### src/rtl/spi_pkg.sv
// rtl/spi_pkg.sv - shared constants and state encoding for the SPI slave
package spi_pkg;

    localparam int MODE_CPOL = 1;
    localparam int MODE_CPHA = 0;

    localparam int DW_MIN   = 2;
    localparam int DW_MAX   = 32;
    localparam int SYNC_MIN = 2;
    localparam int SYNC_MAX = 3;

    typedef enum logic {
        ST_IDLE   = 1'b0,
        ST_ACTIVE = 1'b1
    } spi_state_e;

endpackage

### src/rtl/spi_sync.sv
// rtl/spi_sync.sv - N-stage flop synchronizer with configurable reset value
module spi_sync #(
    parameter int   N       = 2,
    parameter logic RST_VAL = 1'b0
) (
    input  logic clk_i,
    input  logic rst_i,
    input  logic d_i,
    output logic q_o
);

    logic [N-1:0] sync_q;

    always_ff @(posedge clk_i or posedge rst_i) begin
        if (rst_i) begin
            sync_q <= {N{RST_VAL}};
        end else begin
            sync_q <= {sync_q[N-2:0], d_i};
        end
    end

    assign q_o = sync_q[N-1];

endmodule

### src/rtl/spi_slave_param.sv
// rtl/spi_slave_param.sv - oversampled SPI slave, all four modes, one-word tx holding register
module spi_slave_param
    import spi_pkg::*;
#(
    parameter int DW          = 8,
    parameter int MSB_FIRST   = 1,
    parameter int SYNC_STAGES = 2
) (
    input  logic          CLK,
    input  logic          reset,
    input  logic          SCLK,
    input  logic          MOSI,
    input  logic          CS,
    input  logic [1:0]    mode,
    input  logic [DW-1:0] tx_data,
    input  logic          tx_valid,
    output logic          tx_ready,
    output logic          MISO,
    output logic [DW-1:0] rx_data,
    output logic          rx_valid,
    output logic          underrun,
    output logic          busy
);

    localparam int            CW       = $clog2(DW);
    localparam logic [CW-1:0] CNT_LAST = CW'(DW - 1);

    function automatic logic first_bit(input logic [DW-1:0] w);
        return (MSB_FIRST != 0) ? w[DW-1] : w[0];
    endfunction

    function automatic logic [DW-1:0] shift_out(input logic [DW-1:0] w);
        return (MSB_FIRST != 0) ? {w[DW-2:0], 1'b0} : {1'b0, w[DW-1:1]};
    endfunction

    function automatic logic [DW-1:0] shift_in(input logic [DW-1:0] w, input logic b);
        return (MSB_FIRST != 0) ? {w[DW-2:0], b} : {b, w[DW-1:1]};
    endfunction

    logic sclk_s, mosi_s, cs_s;

    spi_sync #(.N(SYNC_STAGES), .RST_VAL(1'b0)) u_sync_sclk (
        .clk_i(CLK), .rst_i(reset), .d_i(SCLK), .q_o(sclk_s)
    );
    spi_sync #(.N(SYNC_STAGES), .RST_VAL(1'b0)) u_sync_mosi (
        .clk_i(CLK), .rst_i(reset), .d_i(MOSI), .q_o(mosi_s)
    );
    spi_sync #(.N(SYNC_STAGES), .RST_VAL(1'b1)) u_sync_cs (
        .clk_i(CLK), .rst_i(reset), .d_i(CS), .q_o(cs_s)
    );

    spi_state_e    state_q;
    logic [1:0]    mode_q;
    logic          sclk_prev_q;
    logic [DW-1:0] rx_sr_q, rx_sr_d;
    logic [CW-1:0] bit_cnt_q, bit_cnt_d;
    logic [DW-1:0] rx_data_q, rx_data_d;
    logic          rx_valid_q, rx_valid_d;
    logic [DW-1:0] tx_sr_q, tx_sr_d;
    logic          miso_q, miso_d;
    logic [DW-1:0] hold_q, hold_d;
    logic          hold_full_q, hold_full_d;
    logic          underrun_q, underrun_d;
    logic          pend_q, pend_d;

    logic          sclk_rise, sclk_fall, run, samp_on_rise;
    logic          sample_edge, shift_edge, last_sample, cpha, cs_fall, load;
    logic [DW-1:0] load_word;

    assign sclk_rise    = sclk_s & ~sclk_prev_q;
    assign sclk_fall    = ~sclk_s & sclk_prev_q;
    assign cs_fall      = (state_q == ST_IDLE) && !cs_s;
    assign run          = (state_q == ST_ACTIVE) && !cs_s;
    assign cpha         = mode_q[MODE_CPHA];
    assign samp_on_rise = (mode_q[MODE_CPOL] == mode_q[MODE_CPHA]);
    assign sample_edge  = run && (samp_on_rise ? sclk_rise : sclk_fall);
    assign shift_edge   = run && (samp_on_rise ? sclk_fall : sclk_rise);
    assign last_sample  = sample_edge && (bit_cnt_q == CNT_LAST);

    // CPHA=0 defers the next-word load to the shift edge after the last sample.
    assign load = cs_fall
               || (cpha && last_sample)
               || (!cpha && shift_edge && pend_q);

    assign load_word = hold_full_q ? hold_q : (tx_valid ? tx_data : '0);

    always_ff @(posedge CLK or posedge reset) begin
        if (reset) begin
            state_q <= ST_IDLE;
            mode_q  <= '0;
        end else begin
            case (state_q)
                ST_IDLE: begin
                    if (!cs_s) begin
                        state_q <= ST_ACTIVE;
                        mode_q  <= mode;
                    end
                end
                ST_ACTIVE: begin
                    if (cs_s) begin
                        state_q <= ST_IDLE;
                    end
                end
                default: state_q <= ST_IDLE;
            endcase
        end
    end

    always_comb begin
        rx_sr_d     = rx_sr_q;
        bit_cnt_d   = bit_cnt_q;
        rx_data_d   = rx_data_q;
        rx_valid_d  = 1'b0;
        tx_sr_d     = tx_sr_q;
        miso_d      = miso_q;
        pend_d      = pend_q;
        hold_d      = hold_q;
        hold_full_d = hold_full_q;
        underrun_d  = 1'b0;

        if (state_q == ST_IDLE) begin
            miso_d    = 1'b0;
            bit_cnt_d = '0;
            pend_d    = 1'b0;
            if (cs_fall) begin
                rx_sr_d = '0;
                tx_sr_d = load_word;
                if (!mode[MODE_CPHA]) begin
                    miso_d = first_bit(load_word);
                end
            end
        end else if (cs_s) begin
            // Deselect wins over any edge seen in the same cycle.
            bit_cnt_d = '0;
            tx_sr_d   = '0;
            miso_d    = 1'b0;
            pend_d    = 1'b0;
        end else begin
            if (sample_edge) begin
                rx_sr_d = shift_in(rx_sr_q, mosi_s);
                if (bit_cnt_q == CNT_LAST) begin
                    bit_cnt_d  = '0;
                    rx_data_d  = rx_sr_d;
                    rx_valid_d = 1'b1;
                    if (cpha) begin
                        tx_sr_d = load_word;
                    end else begin
                        pend_d = 1'b1;
                    end
                end else begin
                    bit_cnt_d = bit_cnt_q + 1'b1;
                end
            end
            if (shift_edge) begin
                if (cpha) begin
                    miso_d  = first_bit(tx_sr_q);
                    tx_sr_d = shift_out(tx_sr_q);
                end else if (pend_q) begin
                    tx_sr_d = load_word;
                    miso_d  = first_bit(load_word);
                    pend_d  = 1'b0;
                end else begin
                    tx_sr_d = shift_out(tx_sr_q);
                    miso_d  = first_bit(tx_sr_d);
                end
            end
        end

        if (load) begin
            hold_full_d = 1'b0;
            underrun_d  = !hold_full_q && !tx_valid;
        end else if (tx_valid && !hold_full_q) begin
            hold_d      = tx_data;
            hold_full_d = 1'b1;
        end
    end

    always_ff @(posedge CLK or posedge reset) begin
        if (reset) begin
            sclk_prev_q <= 1'b0;
            rx_sr_q     <= '0;
            bit_cnt_q   <= '0;
            rx_data_q   <= '0;
            rx_valid_q  <= 1'b0;
            tx_sr_q     <= '0;
            miso_q      <= 1'b0;
            pend_q      <= 1'b0;
            hold_q      <= '0;
            hold_full_q <= 1'b0;
            underrun_q  <= 1'b0;
        end else begin
            sclk_prev_q <= sclk_s;
            rx_sr_q     <= rx_sr_d;
            bit_cnt_q   <= bit_cnt_d;
            rx_data_q   <= rx_data_d;
            rx_valid_q  <= rx_valid_d;
            tx_sr_q     <= tx_sr_d;
            miso_q      <= miso_d;
            pend_q      <= pend_d;
            hold_q      <= hold_d;
            hold_full_q <= hold_full_d;
            underrun_q  <= underrun_d;
        end
    end

    assign tx_ready = !hold_full_q;
    assign MISO     = miso_q;
    assign rx_data  = rx_data_q;
    assign rx_valid = rx_valid_q;
    assign underrun = underrun_q;
    assign busy     = !cs_s;

endmodule
### config.mk
export PLATFORM = sky130hd
export DESIGN_NAME = spi_slave_param
export DESIGN_NICKNAME = d
export VERILOG_FILES = /design/src/rtl/spi_pkg.sv /design/src/rtl/spi_sync.sv /design/src/rtl/spi_slave_param.sv
export SDC_FILE = /design/constraint.sdc
export NUM_CORES = 1
export LEC_CHECK = 0
export BUFFER_PORTS_ARGS = -buffer_cell sky130_fd_sc_hd__buf_2
export CAP_MARGIN = 20
export CORE_ASPECT_RATIO = 0.6
export CORE_MARGIN = 4
export CORE_UTILIZATION = 40
export DETAILED_ROUTE_END_ITERATION = 10
export GPL_ROUTABILITY_DRIVEN = 0
export PLACE_DENSITY = 0.65
export SLEW_MARGIN = 5
export SYNTH_ARGS = -nofsm -noshare
export SYNTH_HDL_FRONTEND = slang
export SYNTH_SLANG_ARGS = --single-unit
### constraint.sdc
create_clock -name CLK -period 3 [get_ports CLK]
set_clock_uncertainty 0.2 [all_clocks]
set_input_delay 0.3 -clock CLK [delete_from_list [all_inputs] [get_ports CLK]]
set_output_delay 0.3 -clock CLK [all_outputs]
set_load 0.02 [all_outputs]
==> flow_summary.ini, run 1 <==
[synth]
seq_area_frac_synth = 0.555
avgSynthCellArea_sq_um = 12.1
syn_area_sq_um = 2210
netlist_instances = 183
synth_fp_nets = 201
synth_cell_type_count = 36
ys_warn_count = 0
synth-seq-cells = 49

[outcome]
run_status = completed

[clock_network]
postCtsHoldBufs = 4
insertion_delay_ps = 300
cts_buffers = 5
cts_num_sinks = 49
cts_tree = yes
clkTransAtPathRegs_ps = 100
cts_root_buffer = clkbuf_8
clockBufferDepth = 2
cts_setup_buffers = 0
htree_levels = 2
cts_resized = 0

[route]
ant_nets = 0
wl_per_cell_um = 15.9
drcViolationCount = 0
drt_wl_total_um = 4540
top_layer_used = met4
wl_met2_um = 1680
vias = 1544
wl_met1_um = 2480
first_pass_iters = 4
wl_met3_um = 356
drtIter0Drc = 81
viasPerCell = 5.42

[timing]
slew_violations = 0
final-setup-viol-count = 0
fin_setup_tns_ps = 0
fin_crit_sh = 0.864
slew_headroom = 0.606
tightest_slew_ps = 590
rsz0062_at_grt = no
setup_ws_ps = 407
timing.fmax_ghz = 0.386
period_needed_ps = 2590
final_hold_viol_count = 0

[layout]
layout_common_cells = dfrtp_1, buf_2, mux2_2
areaGrowthSynthToFinish_pct = 17.1
fin_area_sq_um = 2590
layout-drive-gt1-share = 0.301
final_common_cell = dfrtp_1
num_antenna_cells = 0
layout.cells.non_filler = 285
regArea_sq_um = 1230
multiInputGateArea_sq_um = 935
nets = 236
fillers = 490

[critical_path]
critPathKind = reg -> reg
cp.required_ps = 3000
cp-end-kind = flip-flop
r2r_slack_ps = 410
arrival_ps = 2590
crit_fanout = 11
cp-start-kind = flip-flop

[place]
port-buffer-count = 28
placedInstanceArea_sq_um = 2430
dp_slack_ps = 393
dp.cells = 273
dp_hpwl_um = 3310

[grt]
antenna_found_initial = 0
grt_util_all_layers = 0.141
grt-ovfl-total = 0
grt_pass1_wl_um = 7550
grt_pass1_vias = 1447
grt_start_max_net_pins = 29

[power_and_ir_drop]
p_sw_frac = 0.273
leakagePower_nw = 1.25
power_density_nw_per_um2 = 586
ir_drop_mv = 0.331
p_comb_frac = 0.170
switchingPower_uw = 414
p_seq_frac = 0.508
intPower_mw = 1.11
clkPwrFrac = 0.322

[min_path]
hold_class = in -> reg

[floorplan]
core_area_sq_um = 5200
io-pin-count = 29
die-area_sq_um = 6830
die_w_um = 104
fp.dieH_um = 65.6
start_util = 0.425
core.rowCount = 20

[run]
maxCapViolCount = 0
==> cells in the mapped netlist <==
| cell | count | area, sq um |
|---|---|---|
| inv_1 | 5 | 18.8 |
| nor2b_1 | 5 | 31.3 |
| buf_2 | 1 | 5.00 |
| dfrtp_1 | 47 | 1180 |
| buf_1 | 1 | 3.75 |
| mux2_1 | 3 | 33.8 |
| a311o_1 | 1 | 10.0 |
| a311oi_1 | 1 | 8.76 |
| nor2_2 | 1 | 6.26 |
| mux2i_4 | 1 | 22.5 |
| a221o_1 | 1 | 10.0 |
| or2_2 | 1 | 6.26 |
| dfstp_2 | 2 | 52.6 |
| a22oi_1 | 7 | 52.6 |
| mux2i_1 | 3 | 30.0 |
| o21ai_0 | 5 | 25.0 |
| o32a_1 | 7 | 70.1 |
| a311oi_4 | 1 | 26.3 |
| nor3_1 | 8 | 40.0 |
| xnor2_2 | 1 | 16.3 |
| a22o_1 | 7 | 61.3 |
| o21a_1 | 1 | 7.51 |
| nor2_1 | 9 | 33.8 |
| ha_1 | 2 | 25.0 |
| and2_1 | 2 | 12.5 |
| clkbuf_1 | 6 | 22.5 |
| and3_1 | 8 | 50.1 |
| nand2_1 | 6 | 22.5 |
| and3b_1 | 2 | 17.5 |
| a211oi_1 | 1 | 7.51 |
| nand3_1 | 2 | 10.0 |
| a21oi_1 | 12 | 60.1 |
| nor3b_1 | 2 | 15.0 |
| mux2_2 | 18 | 203 |
| nand3b_1 | 1 | 7.51 |
| a31oi_1 | 2 | 12.5 |
==> worst paths after layout <==
| check | start | to | cells after the start |
|---|---|---|---|
| setup reg to reg | mode_q[1] | hold_q[7] | 5 |
| setup / recovery | mode_q[1] | hold_q[7] | 5 |
| hold reg to reg | u_sync_mosi.sync_q[0] | u_sync_mosi.sync_q[1] | 0 |
| max in group asynchronous | reset | sclk_prev_q | 4 |
| hold / removal | tx_valid | underrun | 2 |
| min in group asynchronous | reset | hold_q[4] | 3 |
==> power by group through the flow <==
stage / clock network (mW) / registers [mW] / logic [mW]
after global placement: 0 / 0.784 / 0.251
after detailed placement: 0 / 0.784 / 0.254
after CTS: 0.500 / 0.772 / 0.259
after global routing: 0.522 / 0.783 / 0.287
after floorplan: 0 / 0.770 / 0.197
final: 0.489 / 0.772 / 0.259
==> layer usage <==
metal | track usage | vias up
met5 | 0 | -
met4 | 0.0299 | 0
met3 | 0.0383 | 4
met2 | 0.169 | 45
met1 | 0.238 | 745
li1 | - | 750
==> registers in the layout, summed over array words and instances (netlist names), 2 cells and up <==
name	flops
tx_sr_q	8
rx_data	8
mode_q	2
bit_cnt_q	3
u_sync_sclk.sync_q	2
u_sync_cs.sync_q	2
rx_sr_q	7
u_sync_mosi.sync_q	2
hold_q	8
==> logic make-up (layout without fill, tap and decap cells) <==
group / after synthesis / after routing / synth area share
AO/OA/AOI/OAI: 46 / 46 / 0.159
XOR/XNOR: 1 / 1 / 0.00735
adder cells (fa/ha/maj): 2 / 2 / 0.0113
buffers and inverters: 13 / 49 / 0.0226
flip-flops: 49 / 49 / 0.555
multiplexers: 25 / 25 / 0.131
AND/OR/NAND/NOR: 47 / 47 / 0.114
==> stage by stage <==
step | utilization | hold slack (ps) | total power, mW
floorplan | - | 104 | 0.967
global placement | 0.468 | 132 | 1.03
detailed placement | 0.468 | 141 | 1.04
CTS | 0.498 | 5.39 | 1.53
global route | 0.498 | 19.1 | 1.59
finish | 0.498 | 12.6 | 1.52
==> cell type report <==
type	instances	share of cell area
flip-flops and latches	49	0.474
multi-input cells	121	0.361
repair buffers	36	0.0811
well taps	66	0.0319
clock buffers	5	0.0266
clock inverters	3	0.0183
inverters	5	0.00724
==> critical path: stages, from the launching register on <==
cell	delay (ps)
dfrtp_1	450
xnor2_2	300
mux2i_4	400
nor2_2	180
a311oi_4	560
mux2_2	390
Power figures use the tool's default switching activity.
==> run 2: changes to the inputs <==
Settings changed: BUFFER_PORTS_ARGS -buffer_cell sky130_fd_sc_hd__buf_2 to -buffer_cell sky130_fd_sc_hd__buf_4, CORE_UTILIZATION 40 to 56, PLACE_DENSITY 0.65 to 0.84.
==> flow_summary.ini, run 2 (synthesized netlist as in run 1, its figures left out) <==
[outcome]
run_status = completed

[grt]
grt.met1_usage = 0.287
antenna_found_initial = 0
grt_start_max_net_pins = 50
grt_util_all_layers = 0.192
globalRoute.busiestLayer = met1
use_met2 = 0.257
grt_pass1_wl_um = 7330
grt-ovfl-total = 0
grt_pass1_vias = 1497
gr-usage-met3 = 0.0543

[min_path]
hold_class = in -> reg

[timing]
timing.fmax_ghz = 0.388
slew_violations = 0
fin_crit_sh = 0.860
period_needed_ps = 2580
setup_ws_ps = 421
rsz0062_at_grt = no
final-setup-viol-count = 0
slew_headroom = 0.634
tightest_slew_ps = 546
fin_setup_tns_ps = 0
final_hold_viol_count = 0

[route]
drtIter0Drc = 190
drcViolationCount = 0
wl_per_cell_um = 16.7
ant_nets = 0
first_pass_iters = 4
viasPerCell = 6.01
vias = 1599
drt_wl_total_um = 4440

[clock_network]
clockBufferDepth = 2
cts_root_buffer = clkbuf_8
htree_levels = 2
clkTransAtPathRegs_ps = 90
cts_num_sinks = 49
insertion_delay_ps = 300
cts_tree = yes
cts_buffers = 5
cts_setup_buffers = 0

[power_and_ir_drop]
power_density_nw_per_um2 = 597
ir_drop_mv = 0.305
leakagePower_nw = 1.27

[critical_path]
cp-end-kind = flip-flop
cp.required_ps = 2990
arrival_ps = 2570
cp-start-kind = flip-flop
critPathKind = reg -> reg
crit_fanout = 11

[floorplan]
die-area_sq_um = 5050
io-pin-count = 29
core.rowCount = 17
start_util = 0.591
die_w_um = 89.2
fp.dieH_um = 56.7
core_area_sq_um = 3740

[layout]
final_common_cell = dfrtp_1
nets = 236
areaGrowthSynthToFinish_pct = 20.6
layout-drive-gt1-share = 0.297
num_antenna_cells = 0
utilization = 0.713
layout.cells.non_filler = 266
layout_common_cells = dfrtp_1, buf_4, mux2_2

[place]
dp_hpwl_um = 3160
port-buffer-count = 28
dp_slack_ps = 451
dp.cells = 252

[run]
maxCapViolCount = 0
run 2: changes by cell type in the layout (fill, tap and decap cells not counted):
cell | previous run | this run
inv_6 | 2 | 0
buf_12 | 0 | 1
bufinv_16 | 1 | 2
clkinv_2 | 0 | 1
dlygate4sd3_1 | 4 | 5
buf_2 | 28 | 0
buf_4 | 4 | 30
run 2: per-layer routing:
layer | vias to the layer above | part of all wire
met2 | 71 | 0.43
met4 | 0 | 0.018
met1 | 771 | 0.46
li1 | 748 | -
met5 | - | 0
met3 | 9 | 0.090
run 2: path summary, 6_finish.rpt:
check,startpoint,to,slack (ps),cells past startpoint
worst min register to register,u_sync_sclk.sync_q[0],u_sync_sclk.sync_q[1],150,0
worst min-delay path,tx_data[1],hold_q[1],30,2
worst max-delay path,mode_q[1],hold_q[3],420,5
min in group asynchronous,reset,u_sync_sclk.sync_q[0],250,3
worst max register to register,mode_q[1],hold_q[3],420,5
max in group asynchronous,reset,u_sync_cs.sync_q[1],1850,4
run 2: report_power, final:
| part | internal (mW) | total [mW] | switching, mW |
|---|---|---|---|
| clock network | 0.331 | 0.548 | 0.217 |
| registers | 0.727 | 0.776 | 0.0494 |
| logic | 0.134 | 0.270 | 0.136 |
| total | 1.19 | 1.59 | 0.402 |
run 2: what timing repair did:
item	in CTS	in global routing
hold buffers	4	1
setup endpoints to repair	0	0
gates resized for setup	0	0
endpoints found under the hold margin	4	47
run 2: area by class of cell:
| cell class | instances | area [sq um] |
|---|---|---|
| well taps | 47 | 58.8 |
| fillers | 253 | 1070 |
| repair buffers | 36 | 295 |
| clock inverters | 3 | 65.1 |
| multi-input cells | 121 | 935 |
| clock buffers | 5 | 68.8 |
| flip-flops and latches | 49 | 1230 |
| inverters | 5 | 18.8 |
run 2: critical path, stage by stage (launching register included):
cell and delay (ps):
dfrtp_1 450, xnor2_2 300, mux2i_4 380, nor2_2 170
a311oi_4 560, mux2_2 400
run 2: metrics by stage:
step | area (sq um) | hold WS (ps) | power, mW
5_1_grt | 2670 | 12.2 | 1.67
3_3_place_gp | 2470 | 136 | 1.03
2_1_floorplan | 2210 | 104 | 0.967
6_report | 2670 | 27.4 | 1.59
3_5_place_dp | 2470 | 136 | 1.05
4_1_cts | 2640 | 17.8 | 1.59
==> run 3: changes to the inputs <==
Settings changed: CORE_UTILIZATION 56 to 51, PLACE_DENSITY 0.84 to 0.71.
Clock period 3 ns to 2.2 ns, I/O delays scaled along.
==> flow_summary.ini, run 3 (synthesized netlist as in run 1, its figures left out) <==
[clock_network]
clockBufferDepth = 2
cts_num_sinks = 49
cts_root_buffer = clkbuf_8
insertion_delay_ps = 300
cts_tree = yes
clkTransAtPathRegs_ps = 80
cts_buffers = 5
htree_levels = 2

[timing]
fin_crit_sh = 0.964
tightest_slew_ps = 575
slew_violations = 0
final-setup-viol-count = 0
period_needed_ps = 2120
slew_headroom = 0.616
timing.fmax_ghz = 0.471
final_hold_viol_count = 0
holdWs_ps = 155
setup_ws_ps = 78.4
fin_setup_tns_ps = 0

[critical_path]
cp_top_family = multiplexers
crit_fanout = 10
max_stage_delay_ps = 450
cp.required_ps = 2190
cp-end-kind = flip-flop
critical_path.slowest_cell = dfrtp_2
critPathKind = reg -> reg
critPathBufInv = 1
worstPathCellList = xnor2_4 -> mux2i_4 -> nor2_2 -> buf_4 -> nand2_2 -> mux2_2
arrival_ps = 2110
cp-start-kind = flip-flop

[min_path]
hold_class = reg -> reg

[floorplan]
die_w_um = 93.1
die-area_sq_um = 5490
io-pin-count = 29
core_area_sq_um = 4140
fp.dieH_um = 59.0
start_util = 0.534
core.rowCount = 18

[power_and_ir_drop]
leakagePower_nw = 1.37
ir_drop_mv = 0.476
p_total_mw = 2.08
power_density_nw_per_um2 = 720

[layout]
areaGrowthSynthToFinish_pct = 30.4
layout-drive-gt1-share = 0.362
layout_common_cells = dfrtp_1, buf_4, mux2_2
num_antenna_cells = 0
utilization = 0.696
nets = 260
layout.cells.non_filler = 303
fin_area_sq_um = 2890

[place]
port-buffer-count = 28
placedInstanceArea_sq_um = 2570
dp_slack_ps = -29.9
dp_hpwl_um = 3510
dp.cells = 277

[route]
viasPerCell = 5.56
drcViolationCount = 0
wl_per_cell_um = 16.2
ant_nets = 0
drt_wl_total_um = 4900
drtIter0Drc = 127
first_pass_iters = 4
vias = 1685

[grt]
grt_util_all_layers = 0.200
grt-ovfl-total = 0
grt_start_max_net_pins = 30
antenna_found_initial = 0
grt_pass1_wl_um = 8280
grt_pass1_vias = 1686

[outcome]
run_status = completed

[run]
maxCapViolCount = 0
-- run 3: power breakdown --
group / internal, mW / leakage (nW) / switching, mW
sequential: 0.992 / 0.618 / 0.0650
combinational: 0.234 / 0.697 / 0.211
clock: 0.284 / 0.0542 / 0.291
-- run 3: per-layer routing --
layer	GRT usage	share of wire
met4	0.0752	0.019
met5	0	0
met2	0.302	0.42
met1	0.285	0.48
met3	0.0482	0.075
-- run 3: repair_timing --
action / CTS / global route
setup endpoints to repair: 14 / 23
buffers inserted: 1 / 2
hold buffers: 15 / 0
pin swaps: 1 / 1
hold endpoints to repair: 40 / 0
gates resized for setup: 2 / 11
-- run 3: final cells by class --
| type | instances | area (sq um) |
|---|---|---|
| clock buffer | 7 | 96.3 |
| tap | 60 | 75.1 |
| timing repair buffer | 60 | 492 |
| multi-input combinational | 121 | 966 |
| sequential | 49 | 1230 |
| clock inverter | 1 | 5.00 |
| inverter | 5 | 18.8 |
| fill | 318 | 1260 |
-- run 3: final timing paths --
| kind | from | to | slack, ps | depth (start not counted) |
|---|---|---|---|---|
| worst max-delay path | mode_q[0] | rx_data[0] | 80 | 6 |
| max in group asynchronous | reset | mode_q[1] | 880 | 4 |
| min in group asynchronous | reset | rx_sr_q[0] | 320 | 3 |
| worst min register to register | u_sync_mosi.sync_q[0] | u_sync_mosi.sync_q[1] | 160 | 0 |
| worst min-delay path | u_sync_mosi.sync_q[0] | u_sync_mosi.sync_q[1] | 160 | 0 |
| worst max register to register | mode_q[0] | rx_data[0] | 80 | 6 |
-- run 3: worst reg2reg max path: stages (launching register included) --
cell,delay [ps]
dfrtp_2,450
xnor2_4,230
mux2i_4,280
nor2_2,90
buf_4,180
nand2_2,210
mux2_2,370
